**src/rtl/imem_loader_pkg.sv**
```systemverilog
// Shared types for the instruction-memory boot loader.
// State encoding, word geometry and the packer byte index.
package imem_loader_pkg;

  typedef enum logic [2:0] {
    S_IDLE,
    S_LEN,
    S_DATA,
    S_FLUSH,
    S_DONE,
    S_ERR
  } state_e;

  localparam int BYTES_PER_WORD = 4;

  typedef logic [1:0] byte_idx_t;

endpackage

```
**src/rtl/imem_loader_byte_packer.sv**
```systemverilog
// Little-endian byte-to-word packer shared by the length and data phases.
// Ports: clk/rst_n, clear_i, valid_i+byte_i in; word_o+word_valid_o out.
module byte_packer
  import imem_loader_pkg::*;
(
  input  logic        clk,
  input  logic        rst_n,
  input  logic        clear_i,
  input  logic        valid_i,
  input  logic [7:0]  byte_i,
  output logic [31:0] word_o,
  output logic        word_valid_o
);

  byte_idx_t   idx_q;
  logic [23:0] sh_q;

  // The 4th byte is not stored; it is combined
  // directly so the word is usable on its edge.
  assign word_o       = {byte_i, sh_q};
  assign word_valid_o = valid_i && (idx_q == 2'd3);

  always_ff @(posedge clk) begin
    if (!rst_n) begin
      idx_q <= '0;
      sh_q  <= '0;
    end else if (clear_i) begin
      idx_q <= '0;
    end else if (valid_i) begin
      idx_q <= idx_q + 2'd1;
      sh_q  <= {byte_i, sh_q[23:8]};
    end
  end

endmodule

```
**src/rtl/imem_loader.sv**
```systemverilog
// Boot loader: UART byte stream -> instruction memory word writes.
// Ports: start, rx_* handshake in; w_en/write_*, busy, done, err out.
module imem_loader
  import imem_loader_pkg::*;
#(
  parameter int INST_MEMORY_SIZE = 1024,
  parameter int ADDR_WIDTH       = $clog2(INST_MEMORY_SIZE)
) (
  input  logic                  clk,
  input  logic                  rst_n,
  input  logic                  start,
  input  logic [7:0]            rx_data,
  input  logic                  rx_valid,
  output logic                  rx_ready,
  output logic                  w_en,
  output logic [ADDR_WIDTH-1:0] write_addr,
  output logic [31:0]           write_data,
  output logic                  busy,
  output logic                  done,
  output logic                  err
);

  localparam logic [31:0] MAX_WORDS =
    32'(INST_MEMORY_SIZE / BYTES_PER_WORD);
  localparam logic [ADDR_WIDTH-1:0] STEP =
    ADDR_WIDTH'(BYTES_PER_WORD);
  localparam logic [ADDR_WIDTH-1:0] ONE =
    ADDR_WIDTH'(1);

  state_e                state_q, state_d;
  logic [ADDR_WIDTH-1:0] addr_q;
  logic [ADDR_WIDTH-1:0] cnt_q;
  logic [ADDR_WIDTH-1:0] waddr_q;
  logic [31:0]           wdata_q;
  logic                  wen_q;
  logic                  err_q;

  logic        fire;
  logic        go;
  logic [31:0] word;
  logic        word_v;

  assign fire = rx_valid && rx_ready;
  assign go   = (state_q == S_IDLE) && start;

  byte_packer u_packer (
    .clk          (clk),
    .rst_n        (rst_n),
    .clear_i      (go),
    .valid_i      (fire),
    .byte_i       (rx_data),
    .word_o       (word),
    .word_valid_o (word_v)
  );

  assign w_en       = wen_q;
  assign write_addr = waddr_q;
  assign write_data = wdata_q;
  assign err        = err_q;

  always_comb begin
    state_d  = state_q;
    rx_ready = 1'b0;
    busy     = 1'b0;
    done     = 1'b0;
    unique case (state_q)
      S_IDLE: begin
        if (start) state_d = S_LEN;
      end
      S_LEN: begin
        rx_ready = 1'b1;
        busy     = 1'b1;
        if (word_v) begin
          if (word == '0)
            state_d = S_DONE;
          else if (word > MAX_WORDS)
            state_d = S_ERR;
          else
            state_d = S_DATA;
        end
      end
      S_DATA: begin
        rx_ready = 1'b1;
        busy     = 1'b1;
        if (word_v && cnt_q == ONE)
          state_d = S_FLUSH;
      end
      S_FLUSH: begin
        busy    = 1'b1;
        state_d = S_DONE;
      end
      S_DONE: begin
        busy    = 1'b1;
        done    = 1'b1;
        state_d = S_IDLE;
      end
      S_ERR: begin
        state_d = S_IDLE;
      end
      default: begin
        state_d = S_IDLE;
      end
    endcase
  end

  always_ff @(posedge clk) begin
    if (!rst_n) begin
      state_q <= S_IDLE;
      addr_q  <= '0;
      cnt_q   <= '0;
      waddr_q <= '0;
      wdata_q <= '0;
      wen_q   <= 1'b0;
      err_q   <= 1'b0;
    end else begin
      state_q <= state_d;
      wen_q   <= 1'b0;
      if (go) begin
        err_q  <= 1'b0;
        addr_q <= '0;
      end
      // Oversized lengths truncate here but go to ERR.
      if (state_q == S_LEN && word_v)
        cnt_q <= word[ADDR_WIDTH-1:0];
      if (state_q == S_DATA && word_v) begin
        wen_q   <= 1'b1;
        waddr_q <= addr_q;
        wdata_q <= word;
        addr_q  <= addr_q + STEP;
        cnt_q   <= cnt_q - ONE;
      end
      if (state_d == S_ERR)
        err_q <= 1'b1;
    end
  end

endmodule

```
**config.mk**
```make
export PLATFORM = sky130hd
export DESIGN_NAME = imem_loader
export DESIGN_NICKNAME = d
export VERILOG_FILES = /design/src/rtl/imem_loader_pkg.sv /design/src/rtl/imem_loader_byte_packer.sv /design/src/rtl/imem_loader.sv
export SDC_FILE = /design/constraint.sdc
export NUM_CORES = 1
export LEC_CHECK = 0
export CAP_MARGIN = 20
export CORE_ASPECT_RATIO = 0.9
export CORE_UTILIZATION = 35
export CTS_BUF_LIST = sky130_fd_sc_hd__clkbuf_8
export CTS_CLUSTER_SIZE = 28
export DETAILED_ROUTE_END_ITERATION = 6
export PLACE_DENSITY = 0.59
export SYNTH_ARGS = -nofsm -noshare
export SYNTH_HDL_FRONTEND = slang
export SYNTH_HIERARCHICAL = 1
export SYNTH_SLANG_ARGS = --single-unit
```
**constraint.sdc**
```tcl
create_clock -name clk -period 4.8 [get_ports clk]
set_clock_uncertainty 0.15 [all_clocks]
set_input_delay 0.96 -clock clk [delete_from_list [all_inputs] [get_ports clk]]
set_output_delay 0.96 -clock clk [all_outputs]
set_load 0.02 [all_outputs]
```
# After elaboration in Yosys (flattened, before gate mapping)
# Index checks and enable logic that the tools add are counted.
word_totals:
  input_bits: 12
  elab_cells: 53
  reg_bits: 93
  out_inout_bits: 47
op_classes:
  n_lt_le_gt_ge: 1
  n_reduce_logical: 15
  bitwise_logic: 2
  mux: 16
  n_eq_ne: 7
  addsub: 3
ops:
  columns: ["cell", "count"]
  rows:
  - ["$mux 10", 4]
  - ["$gt 32x9->1 const B", 1]
  - ["$logic_not 32->1", 1]
  - ["$mux 3", 5]
  - ["$pmux 3 s4", 1]
  - ["$add 10x3->10 const B", 1]
  - ["$eq 10x1->1 const B", 1]
  - ["$sub 10x1->10 const B", 1]
  - ["$eq 3x2->1 const B", 2]
  - ["$eq 3x3->1 const B", 2]
  - ["$logic_and 1x1->1", 6]
  - ["$mux 1", 6]
  - ["$reduce_bool 2->1", 3]
  - ["$reduce_or 2->1", 2]
  - ["$reduce_or 4->1", 1]
  - ["$eq 3x1->1 const B", 1]
  - ["$logic_not 3->1", 1]
  - ["$add 2x1->2 const B", 1]
  - ["$eq 2x2->1 const B", 1]
  - ["$not 1->1", 2]
  - ["$reduce_and 2->1", 1]

# Longest topological paths before layout
logic_depth:
  depth_word: 10
  mapped_depth: 11
  mapped_depth_nobuf: 8

# Cells and area by module
# Netlist, hierarchy kept.
modules_own_cells:
  columns: ["mod", "cells_per_inst", "n_inst", "area_each_um2", "seq_area_each_um2"]
  rows:
  - ["imem_loader", 353, 1, 2793.9, 1261.2]
  - ["byte_packer", 105, 1, 1077.3, 520.5]

# Worst setup path after synthesis
# OpenSTA, ideal clock, no wires.
synth_timing:
  path_type: "register to register"
  from: "register state_q[0]"
  to: "register cnt_q[0]"
  n_path_buf: 2
  required_ns: 4.522
  setup_time_ns: 0.128
  stages_incl_launch_ff: 11
  synth_period_minus_slack_ns: 2.444
  arrival_ns: 2.166
  setup_slack_ns: 2.356
  cell_sequence: "dfxtp_1 buf_4 xnor2_1 nor2_1 and2_1 and2_2 inv_1 or3_4 buf_6 a221oi_2 nor2_1"
synth_between:
  elab_chain_len: 7
  word_cells_on_any_way: 10
  classes_between: "eq/ne: 2; mux: 2; reduce/logical: 6"
synth_rtl:
  columns: ["item", "line_no", "text"]
  rows:
  - ["start, declared", "imem_loader.sv:30", "state_e state_q, state_d;"]
  - ["start signal, assigned", "imem_loader.sv:116", "state_q <= state_d;"]
  - ["$eq 3x1->1 / $eq 3x2->1 (equally long branches)", "imem_loader.sv:66", "unique case (state_q)"]
  - ["$reduce_or 2->1 (no source line) (*)", null, null]
  - ["$mux 1 (*)", "imem_loader.sv:66", null]
  - ["net rx_ready", "imem_loader.sv:14", "output logic rx_ready,"]
  - ["$logic_and 1x1->1 (*)", "imem_loader.sv:43", "assign fire = rx_valid && rx_ready;"]
  - ["net fire", "imem_loader.sv:38", "logic fire;"]
  - ["$logic_and 1x1->1 (*)", "imem_loader_byte_packer.sv:21", "assign word_valid_o = valid_i && (idx_q == 2'd3);"]
  - ["net word_v", "imem_loader.sv:41", "logic word_v;"]
  - ["$logic_and 1x1->1 (on tied branches)", "imem_loader.sv:125, imem_loader.sv:123", null]
  - ["$mux 10 / $reduce_bool 2->1 (equally long branches)", null, null]
  - ["end signal, assigned", "imem_loader.sv:124", "cnt_q <= word[ADDR_WIDTH-1:0];"]
  - ["end signal, assigned", "imem_loader.sv:130", "cnt_q <= cnt_q - ONE;"]
  - ["end, declared", "imem_loader.sv:32", "logic [ADDR_WIDTH-1:0] cnt_q;"]
# The timed path passes the listed nets; every way through them passes the cells marked *.
# A chain may end at the register's enable or synchronous reset.

# Worst setup path after layout
layout_timing:
  from: "input port rx_valid"
  to: "register addr_q[9]"
layout_between:
  elab_chain_len: 4
  word_cells_on_any_way: 5
  classes_between: "mux: 1; reduce/logical: 4"
layout_rtl:
  columns: ["item", "line_no", "text"]
  rows:
  - ["start, declared", "imem_loader.sv:13", "input logic rx_valid,"]
  - ["$logic_and 1x1->1 (*)", "imem_loader.sv:43", null]
  - ["net fire", "imem_loader.sv:38", null]
  - ["$logic_and 1x1->1 (*)", "imem_loader_byte_packer.sv:21", null]
  - ["net word_v", "imem_loader.sv:41", null]
  - ["$logic_and 1x1->1 (*)", "imem_loader.sv:125", "if (state_q == S_DATA && word_v) begin"]
  - ["$mux 10 / $reduce_bool 2->1 (equally long branches)", null, null]
  - ["end signal, assigned", "imem_loader.sv:129", "addr_q <= addr_q + STEP;"]
  - ["end, declared", "imem_loader.sv:31", "logic [ADDR_WIDTH-1:0] addr_q;"]
# Marked as above.

==> run_results.csv <==
group,metric,value,unit
global_route,grt_pass1_wl,15100,um
logic_synthesis,synth-seq-cells,89,
critical_path,worstPathRequired,4.95,ns
timing,period_share,65.6,%
power_and_ir_drop,internal-power,0.961,mW
final_layout,final_cell_mix,"nand2_1, dfxtp_1, clkdlybuf4s50_1",
min_path,hp-class,"register to register",
floorplanning,die_h,102,um
critical_path,worstPathArrival,3.30,ns
routing,dr.pass1.iters,4,
clocking,cts.sinks,89,
floorplanning,start_util,35.8,%
critical_path,worst-path-buf-inv,1,
logic_synthesis,synth_edf_count,0,
final_layout,n_antenna_cell,0,
power_and_ir_drop,leakage,1.46,nW
power_and_ir_drop,power,1.26,mW
floorplanning,core,10800,um^2
timing,slew_headroom,41.3,%
clocking,clk_path_buf_depth,2,
critical_path,start_kind,"input pin",
timing,setup_violations,0,
final_layout,layout-drive-gt1-share,6.28,%
clocking,clk_pin_slew,0.08,ns
critical_path,slowest_delay,0.54,ns
critical_path,critical_path.max_fanout,26,
floorplanning,die_width,113,um
clocking,ctsRootBufferMaster,"clkbuf_8",
logic_synthesis,ys.flop_type,"dfxtp_1",
global_route,track_usage,16.8,%
routing,first_iter_violations,180,
routing,wl_per_cell,14.4,um
timing,final_max_slew_viol_count,0,
power_and_ir_drop,power_frac_clock,35.8,%
timing,finalCriticalPeriod,3.15,ns
clocking,insertion_delay,0.36,ns
global_route,antenna_found_initial,0,
logic_synthesis,yosysWarnings,6,
logic_synthesis,syn_inst,458,
timing,rsz0062_at_grt,"false",
status,outcome,"complete, no violations",
critical_path,crit_chain,"clkdlybuf4s50_1 > and2_1 > and2_2 > nand4bb_2 > nor4_1 > mux2_2 > nor2_1",
final_layout,nets,505,
routing,wl,9000,um
placement,dpl.hpwl,6110,um
clocking,cts_tree,"built",
routing,vias,3193,
clocking,cts-buffers-inserted,9,
placement,gp_routability_congestion,0.795,
critical_path,worstSetupEndpointType,"register",
logic_synthesis,seq_area_frac_synth,46.0,%
timing,fmax,0.317,GHz
power_and_ir_drop,switching_share,23.8,%
placement,numPortBuffers,56,
clocking,holdBufCountCts,0,
clocking,postCtsSetupBuffers,0,
logic_synthesis,synth_area,3870,um^2
final_layout,final_common_cell,"nand2_1",
global_route,grt_pass1_vias,2935,
logic_synthesis,synth_cell_types,54,
final_layout,area_growth,17.3,%
clocking,htree_num_levels,3,
critical_path,worst_path_max_delay_cell,"nand4bb_2",
routing,drc,0,
logic_synthesis,async_flop_share,0,%
floorplanning,ioPinCount,59,
floorplanning,dieArea,11500,um^2
routing,ant_nets,0,
timing,finalSetupTns,0,ns
power_and_ir_drop,comb_power_share,5.0,%
timing,final_hold_viol_count,0,
timing,hold_ws,0.307,ns
routing,vias_per_cell,5.09,
floorplanning,fp-row-count,36,
logic_synthesis,syn_area_per_cell,8.45,um^2
power_and_ir_drop,p_per_area,278,nW/um^2
power_and_ir_drop,power_frac_seq,59.2,%
global_route,overflow,0,
critical_path,worstSetupPathType,"input pin to register",
critical_path,path_delay_family,"simple AND/OR/NAND/NOR gates",
global_route,grt_max_degree,58,
power_and_ir_drop,switchingPower,0.300,mW
timing,worst_slew_pin_slew,0.878,ns
power_and_ir_drop,peakVddDrop,0.000159,V
clocking,cts_resized,0,
job,max_cap_violations,0,
metrics by stage:
stage / instances / area (um^2) / utilization (%) / setup slack, ns
floorplan: 459 / 3870 / - / 2.36
global placement: 611 / 4370 / 40.5 / 1.27
detailed placement: 611 / 4370 / 40.5 / 1.26
CTS: 627 / 4540 / 42.0 / 1.64
global route: 627 / 4540 / 42.0 / 1.49
finish: 627 / 4540 / 42.0 / 1.65
worst paths after layout:
| path | endpoint | from | slack (ns) | cells after the start |
|---|---|---|---|---|
| worst max register to register | addr_q[9] | state_q[1] | 1.78 | 8 |
| worst max-delay path | addr_q[9] | rx_valid | 1.65 | 7 |
| worst min-delay path | write_data[24] | write_data[24] | 0.31 | 2 |
| worst min register to register | write_data[24] | write_data[24] | 0.31 | 2 |
worst min-delay path, delay by kind of cell (launching register included):
family,cells,cell delay (ns)
simple gates,1,0.05
compound gates,1,0.05
flops,1,0.32
routing by layer:
metal  track usage [%]  share of wire, %  up-vias  routed length (um)
met2              23.7                40       61                3620
li1                  -                 -     1613                   -
met3              4.49               4.0        9                 361
met5                 0                 0        -                   0
met1              24.9                55     1510                4930
met4              4.55              0.98        0                  88
cells by family after synthesis:
group,Yosys count,share of synthesized area [%]
simple gates,192,22.8
buf+inv,51,8.27
mux,27,7.05
compound gates,91,13.8
fa+ha+maj,4,1.29
other cells,1,0.0969
xor+xnor,3,0.679
flops,89,46.0
power by group through the flow:
stage                     combinational (mW)  sequential [mW]  clock, mW
after detailed placement              0.0628            0.764          0
after global placement                0.0627            0.764          0
after global routing                  0.0685            0.748      0.500
after CTS                             0.0630            0.747      0.467
after floorplan                       0.0521            0.761          0
final                                 0.0625            0.747      0.451
state kept, by name (all words and copies together), names as in the netlist:
| signal | flops |
|---|---|
| addr_q | 8 |
| cnt_q | 10 |
| err | 1 |
| state_q | 3 |
| u_packer/idx_q | 2 |
| u_packer/sh_q | 24 |
| w_en | 1 |
| write_addr | 8 |
| write_data | 32 |
cell usage after synthesis, types with 2 or more instances:
master	n	area, um^2
nor4_2	2	25.0
a21oi_1	55	275
clkbuf_1	11	41.3
nor3b_1	2	15.0
buf_6	4	45.0
o41ai_1	2	17.5
nand3_1	6	30.0
nor3_1	7	35.0
nand2_1	126	473
nand4_1	4	25.0
a32oi_1	5	43.8
buf_4	13	97.6
nor2_1	20	75.1
buf_12	2	40.0
dfxtp_1	89	1780
xnor2_1	3	26.3
ha_1	4	50.1
inv_1	9	33.8
a22oi_1	2	15.0
buf_2	10	50.1
o21ai_0	10	50.1
mux2_2	2	22.5
and3_1	2	12.5
a21o_1	3	22.5
nor4_1	6	37.5
and2_1	3	18.8
mux2i_1	25	250
a31oi_1	5	31.3
final cells by class:
| class | count | area (um^2) |
|---|---|---|
| timing repair buffer | 60 | 591 |
| inverter | 10 | 42.5 |
| multi-input combinational | 319 | 1790 |
| tap | 133 | 166 |
| fill | 1126 | 6270 |
| sequential | 89 | 1780 |
| clock buffer | 10 | 138 |
| clock inverter | 6 | 28.8 |
(Power assumes the default switching activity.)
